## src/rtl/rtc_bus_pkg.sv

```systemverilog
// Shared types and constants for the RTC bus sequencer and its phase tick counter.
package rtc_bus_pkg;

   typedef enum logic [1:0] {
      IDLE,
      RUN,
      WAIT_LISTO,
      DONE
   } seq_state_t;

   localparam logic [3:0] PHASE_LAST  = 4'd11;
   localparam logic [2:0] MODE_STATUS = 3'd1;
   localparam int         ENABLE_W    = 3;

   // Bit positions inside the one-hot enable vector.
   localparam int EN_INIT  = 0;
   localparam int EN_WRITE = 1;
   localparam int EN_READ  = 2;

   // Fixed priority init > write > read; lower requests are dropped.
   function automatic logic [ENABLE_W-1:0] pick_enable(input logic init_i,
                                                        input logic write_i,
                                                        input logic read_i);
      logic [ENABLE_W-1:0] en;
      en = '0;
      if (init_i)       en[EN_INIT]  = 1'b1;
      else if (write_i) en[EN_WRITE] = 1'b1;
      else if (read_i)  en[EN_READ]  = 1'b1;
      return en;
   endfunction

endpackage

```

## src/rtl/rtc_phase_tick.sv

```systemverilog
// Per-phase tick counter: counts 0..TICKS-1 while enabled and pulses wrap_o on the last tick.
module rtc_phase_tick #(
   parameter int unsigned TICKS = 10
) (
   input  logic clk,
   input  logic reset,
   input  logic clear_i,
   input  logic en_i,
   output logic wrap_o
);

   localparam logic [7:0] TICK_LAST = 8'(TICKS - 1);

   logic [7:0] tick_q;
   logic [7:0] tick_d;

   assign wrap_o = en_i && (tick_q == TICK_LAST);

   always_comb begin
      // NOTE: default first so every path assigns tick_d and no latch is inferred.
      tick_d = tick_q;
      if (clear_i)   tick_d = '0;
      else if (en_i) tick_d = wrap_o ? '0 : tick_q + 8'd1;
   end

   always_ff @(posedge clk) begin
      // NOTE: non-blocking so every register samples pre-edge values regardless of block order.
      if (!reset) tick_q <= '0;
      else        tick_q <= tick_d;
   end

endmodule

```

## src/rtl/rtc_bus_sequencer.sv

```systemverilog
// Upstream sequencer for the RTC bus timing generator: accepts one request, steps phase 0..11,
// closes on listo. Define RTC_SEQ_TIMEOUT_EN to add the listo watchdog and err_tmo pulse.
module rtc_bus_sequencer
   import rtc_bus_pkg::*;
#(
   parameter int unsigned TICKS_PER_PHASE = 10,
   parameter int unsigned TMO_CYCLES      = 8
) (
   input  logic       clk,
   input  logic       reset,
   input  logic       req_init,
   input  logic       req_write,
   input  logic       req_read,
   input  logic [2:0] req_mode,
   input  logic [7:0] addr_in,
   input  logic [7:0] wdata_in,
   input  logic       listo,
   output logic [3:0] estado,
   output logic       enable_inicio,
   output logic       enable_escribir,
   output logic       enable_leer,
   output logic [2:0] Estado_m,
   output logic [7:0] addr_q,
   output logic [7:0] wdata_q,
   output logic       busy,
   output logic       done,
   output logic       err_tmo
);

   if (TICKS_PER_PHASE < 2 || TICKS_PER_PHASE > 255) begin : g_bad_ticks
      $error("TICKS_PER_PHASE must be 2..255");
   end
   if (TMO_CYCLES < 1 || TMO_CYCLES > 255) begin : g_bad_tmo
      $error("TMO_CYCLES must be 1..255");
   end

   seq_state_t          state_q, state_d;
   logic [3:0]          estado_q, estado_d;
   logic [ENABLE_W-1:0] en_q, en_d;
   logic [2:0]          mode_d;
   logic [7:0]          addr_d, wdata_d;
   logic                busy_q, busy_d;
   logic                done_q, done_d;
   logic                phase_wrap;
   logic                close_txn;

`ifdef RTC_SEQ_TIMEOUT_EN
   localparam logic [7:0] TMO_LAST = 8'(TMO_CYCLES - 1);
   logic [7:0] wd_q, wd_d;
   logic       err_q, err_d;
`endif

   rtc_phase_tick #(
      .TICKS (TICKS_PER_PHASE)
   ) u_tick (
      .clk     (clk),
      .reset   (reset),
      .clear_i (state_q != RUN),
      .en_i    (state_q == RUN),
      .wrap_o  (phase_wrap)
   );

   always_comb begin
      state_d   = state_q;
      estado_d  = estado_q;
      en_d      = en_q;
      mode_d    = Estado_m;
      addr_d    = addr_q;
      wdata_d   = wdata_q;
      busy_d    = busy_q;
      done_d    = 1'b0;
      close_txn = 1'b0;
`ifdef RTC_SEQ_TIMEOUT_EN
      err_d     = 1'b0;
      wd_d      = (state_q == WAIT_LISTO) ? wd_q + 8'd1 : '0;
`endif

      case (state_q)
         IDLE: begin
            if (req_init || req_write || req_read) begin
               state_d  = RUN;
               en_d     = pick_enable(req_init, req_write, req_read);
               mode_d   = req_mode;
               addr_d   = addr_in;
               wdata_d  = wdata_in;
               busy_d   = 1'b1;
               estado_d = '0;
            end
         end
         RUN: begin
            if (phase_wrap) begin
               if (estado_q < PHASE_LAST) estado_d = estado_q + 4'd1;
               else                       state_d  = WAIT_LISTO;
            end
         end
         WAIT_LISTO: begin
            // listo is checked first so it wins over a coincident timeout.
            if (listo) close_txn = 1'b1;
`ifdef RTC_SEQ_TIMEOUT_EN
            else if (wd_q == TMO_LAST) begin
               close_txn = 1'b1;
               err_d     = 1'b1;
            end
`endif
         end
         DONE:    state_d = IDLE;
         default: state_d = IDLE;
      endcase

      if (close_txn) begin
         state_d  = DONE;
         done_d   = 1'b1;
         en_d     = '0;
         busy_d   = 1'b0;
         estado_d = '0;
      end
   end

   always_ff @(posedge clk) begin
      if (!reset) begin
         state_q  <= IDLE;
         estado_q <= '0;
         en_q     <= '0;
         Estado_m <= '0;
         addr_q   <= '0;
         wdata_q  <= '0;
         busy_q   <= 1'b0;
         done_q   <= 1'b0;
`ifdef RTC_SEQ_TIMEOUT_EN
         wd_q     <= '0;
         err_q    <= 1'b0;
`endif
      end else begin
         state_q  <= state_d;
         estado_q <= estado_d;
         en_q     <= en_d;
         Estado_m <= mode_d;
         addr_q   <= addr_d;
         wdata_q  <= wdata_d;
         busy_q   <= busy_d;
         done_q   <= done_d;
`ifdef RTC_SEQ_TIMEOUT_EN
         wd_q     <= wd_d;
         err_q    <= err_d;
`endif
      end
   end

   assign estado          = estado_q;
   assign enable_inicio   = en_q[EN_INIT];
   assign enable_escribir = en_q[EN_WRITE];
   assign enable_leer     = en_q[EN_READ];
   assign busy            = busy_q;
   assign done            = done_q;
`ifdef RTC_SEQ_TIMEOUT_EN
   assign err_tmo         = err_q;
`else
   assign err_tmo         = 1'b0;
`endif

endmodule
```

## config.mk

```make
export PLATFORM = sky130hd
export DESIGN_NAME = rtc_bus_sequencer
export DESIGN_NICKNAME = d
export VERILOG_FILES = /design/src/rtl/rtc_bus_pkg.sv /design/src/rtl/rtc_phase_tick.sv /design/src/rtl/rtc_bus_sequencer.sv
export SDC_FILE = /design/constraint.sdc
export NUM_CORES = 1
export LEC_CHECK = 0
export CAP_MARGIN = 10
export CORE_MARGIN = 1.5
export CORE_UTILIZATION = 47
export DETAILED_ROUTE_END_ITERATION = 6
export PLACE_DENSITY_LB_ADDON = 0.12
export SLEW_MARGIN = 20
export SYNTH_ARGS = -nofsm -noshare
export SYNTH_HDL_FRONTEND = slang
export SYNTH_SLANG_ARGS = --single-unit
export TNS_END_PERCENT = 10
```

## constraint.sdc

```tcl
create_clock -name clk -period 2.6 [get_ports clk]
set_input_delay 0.52 -clock clk [delete_from_list [all_inputs] [get_ports clk]]
set_output_delay 0.52 -clock clk [all_outputs]
set_load 0.01 [all_outputs]
```

==> results.py <==
metrics = {
    "sta": {
        "tns_ns": 0,
        "fin_ws_ns": 0.7114,
        "rsz0062_at_grt": "no",
        "finalSetupViolCount": 0,
        "skew_ns": 0.004955,
        "fmax_ghz": 0.5295,
        "slew_violations": 0,
        "final-hold-violation-count": 0,
        "holdWs_ns": 0.4604,
        "period_minus_slack_ns": 1.889,
        "period_share": 0.7264,
    },
    "global_routing": {
        "grt_pass1_wl_mm": 5.837,
        "grt-ovfl-total": 0,
        "antenna_found_initial": 0,
        "grt_usage": 0.2137,
        "grt_pass1_vias": 1374,
        "grt_max_degree": 23,
    },
    "pwr": {
        "vdd.ir_drop.worst_mv": 0.3099,
        "power.total_mw": 1.159,
        "power_density_nw_per_um2": 538.4,
        "p_leak_nw": 0.7987,
    },
    "final_layout": {
        "nets": 262,
        "final_common_cell": "clkdlybuf4s50_1",
        "fin_area_um2": 2153,
        "drive_gt1_frac": 0.05957,
        "antennaDiodeCount": 0,
        "syn_to_final_growth_pct": 40.38,
        "n_fill_cell": 260,
        "final_cell_mix": "52 x clkdlybuf4s50_1, 46 x nand2_1, 38 x dfxtp_1",
    },
    "setup_path": {
        "crit_type": "in -> reg",
        "cp_slowest_cell": "clkdlybuf4s50_1",
        "end_kind": "flip-flop",
        "cpPeakStageDelay_ns": 0.47,
        "crit_path_start_kind": "primary input",
        "cp.arrival_ns": 2.15,
        "crit_required_ns": 2.86,
        "crit_buf_inv": 1,
        "path_cells": "clkdlybuf4s50_1 -> or3_4 -> and2_4 -> or3_1 -> mux2i_1",
        "crit_fanout": 22,
        "critPathTopFamily": "simple AND/OR/NAND/NOR gates",
    },
    "die": {
        "die_h_um": 60.13,
        "rows": 20,
        "coreArea_um2": 3078,
        "io_pins": 54,
        "die_area_um2": 3616,
        "start_util": 0.4984,
        "die_x_um": 60.13,
    },
    "detailed_routing": {
        "dr.pass1.iters": 4,
        "first_iter_violations": 50,
        "wl_mm": 3.591,
        "avgViaCountPerCell": 5.065,
        "dr_total_vias": 1413,
        "detail_route.wl_per_cell_um": 12.87,
        "drtAntennaViolNets": 0,
        "drc_errors": 0,
    },
    "cts": {
        "htree_levels": 2,
        "cts_made_buffers": 5,
        "insertion_delay_ns": 0.32,
        "cts.sinks": 38,
        "cts_tree": "yes",
        "ctsResizeCount": 0,
        "cts-root-buf": "clkbuf_4",
        "ctsHoldBuffers": 0,
        "post_cts_buffers": 0,
        "cts_buffer_depth": 2,
        "path_clk_slew_ns": 0.11,
    },
    "logic_synthesis": {
        "postSynthAreaPerCell_um2": 8.522,
        "synth_xor_area_frac": 0.03426,
        "synthMuxAreaShare": 0.01958,
        "ys.warnings.count": 0,
        "synth_top_family_by_area": "simple AND/OR/NAND/NOR gates",
        "synth_fa_ha_area_frac": 0.02447,
        "synth_seq_area_share": 0.4959,
        "synthesis.nets": 208,
        "synth.cell_area_um2": 1534,
        "ys_ff_latch": 38,
        "synth-main-ff-cell": "dfxtp_1",
        "synth-simple-area-share": 0.2610,
        "synthCells": 180,
        "synth_edf_count": 0,
        "synth-compound-area-share": 0.1321,
        "ys_types": 35,
        "async_reset_ff_frac": 0,
    },
    "placement": {
        "gp_congestion": 0.8419,
        "io_buffer_count": 52,
        "dp_worst_setup_slack_ns": 0.3876,
        "hpwl_mm": 2.642,
        "dpl_cell_area_um2": 2090,
    },
    "flow_run": {
        "maxCapViolCount": 0,
    },
    "run_status": {
        "status": "finished clean",
    },
    "hold_path": {
        "hold_path.class": "reg -> reg",
    },
}
-- cell families (layout without fill, tap and decap cells) --
group	after synthesis	in the layout
and+or+nand+nor	87	87
DFF	38	38
AOI/OAI and AO/OA	32	32
buffers and inverters	10	65
xor gates and xnor gates	6	6
adders and majority gates	3	3
muxes	3	3
other	1	1
-- per-stage QoR --
stage | instances | utilization
after floorplan | 180 | -
after global placement | 271 | 0.6789
after detailed placement | 271 | 0.6789
after CTS | 279 | 0.6996
after global routing | 279 | 0.6996
final | 279 | 0.6996
-- metal layers --
metal | track usage | vias to the layer above | share of wire
li1 | - | 712 | -
met1 | 0.2544 | 653 | 0.43
met2 | 0.3835 | 46 | 0.51
met3 | 0.04545 | 2 | 0.057
met4 | 0.06032 | 0 | 0.0050
met5 | 0 | - | 0
-- where the power goes --
group	total [mW]	leakage [nW]	switching [mW]	internal, mW
clock network	0.313	0.0343	0.183	0.130
registers	0.635	0.311	0.0208	0.614
logic	0.212	0.453	0.0967	0.115
total	1.16	0.799	0.300	0.859
-- cell usage after synthesis (2+ instances only) --
cell	number	area [um2]
xor2_1	2	17.52
o21a_1	3	22.52
nand3b_1	2	15.01
ha_1	3	37.54
inv_1	3	11.26
nand4_1	2	12.51
xnor2_1	4	35.03
a21oi_1	22	110.1
mux2i_1	3	30.03
nand3_1	5	25.02
dfxtp_1	38	760.7
nor3_1	3	15.01
nand2b_1	2	12.51
nor2_1	16	60.06
clkbuf_1	2	7.510
or3_1	2	12.51
nor2b_1	2	12.51
nand2_1	46	172.7
buf_2	4	20.02
-- state kept, by name, summed over array words and instances (netlist names) --
register       count
addr_q             8
u_tick.tick_q      8
state_q            2
busy               1
Estado_m           3
done               1
wdata_q            8
estado             4
en_q               3
-- worst paths after layout --
| kind | start | end | slack (ns) | cells past startpoint |
|---|---|---|---|---|
| max reg2reg | u_tick.tick_q[0] | estado[0] | 0.84 | 5 |
| min reg2reg | Estado_m[2] | Estado_m[2] | 0.46 | 2 |
| max | req_init | estado[0] | 0.71 | 5 |
| min | Estado_m[2] | Estado_m[2] | 0.46 | 2 |
-- layout make-up --
class,count,area (um2),area share
sequential,38,760.7,0.3533
inverter,3,11.26,0.005230
multi-input combinational,132,726.9,0.3376
clock buffer,6,51.30,0.02382
clock inverter,2,12.51,0.005811
tap,44,55.05,0.02557
timing repair buffer,54,535.5,0.2487
-- tightest hold or removal path, cell delays in order (launching register included) --
cell and delay (ns):
dfxtp_1 0.32, nand2_1 0.05, a21oi_1 0.05
Power figures use the tool's default switching activity.
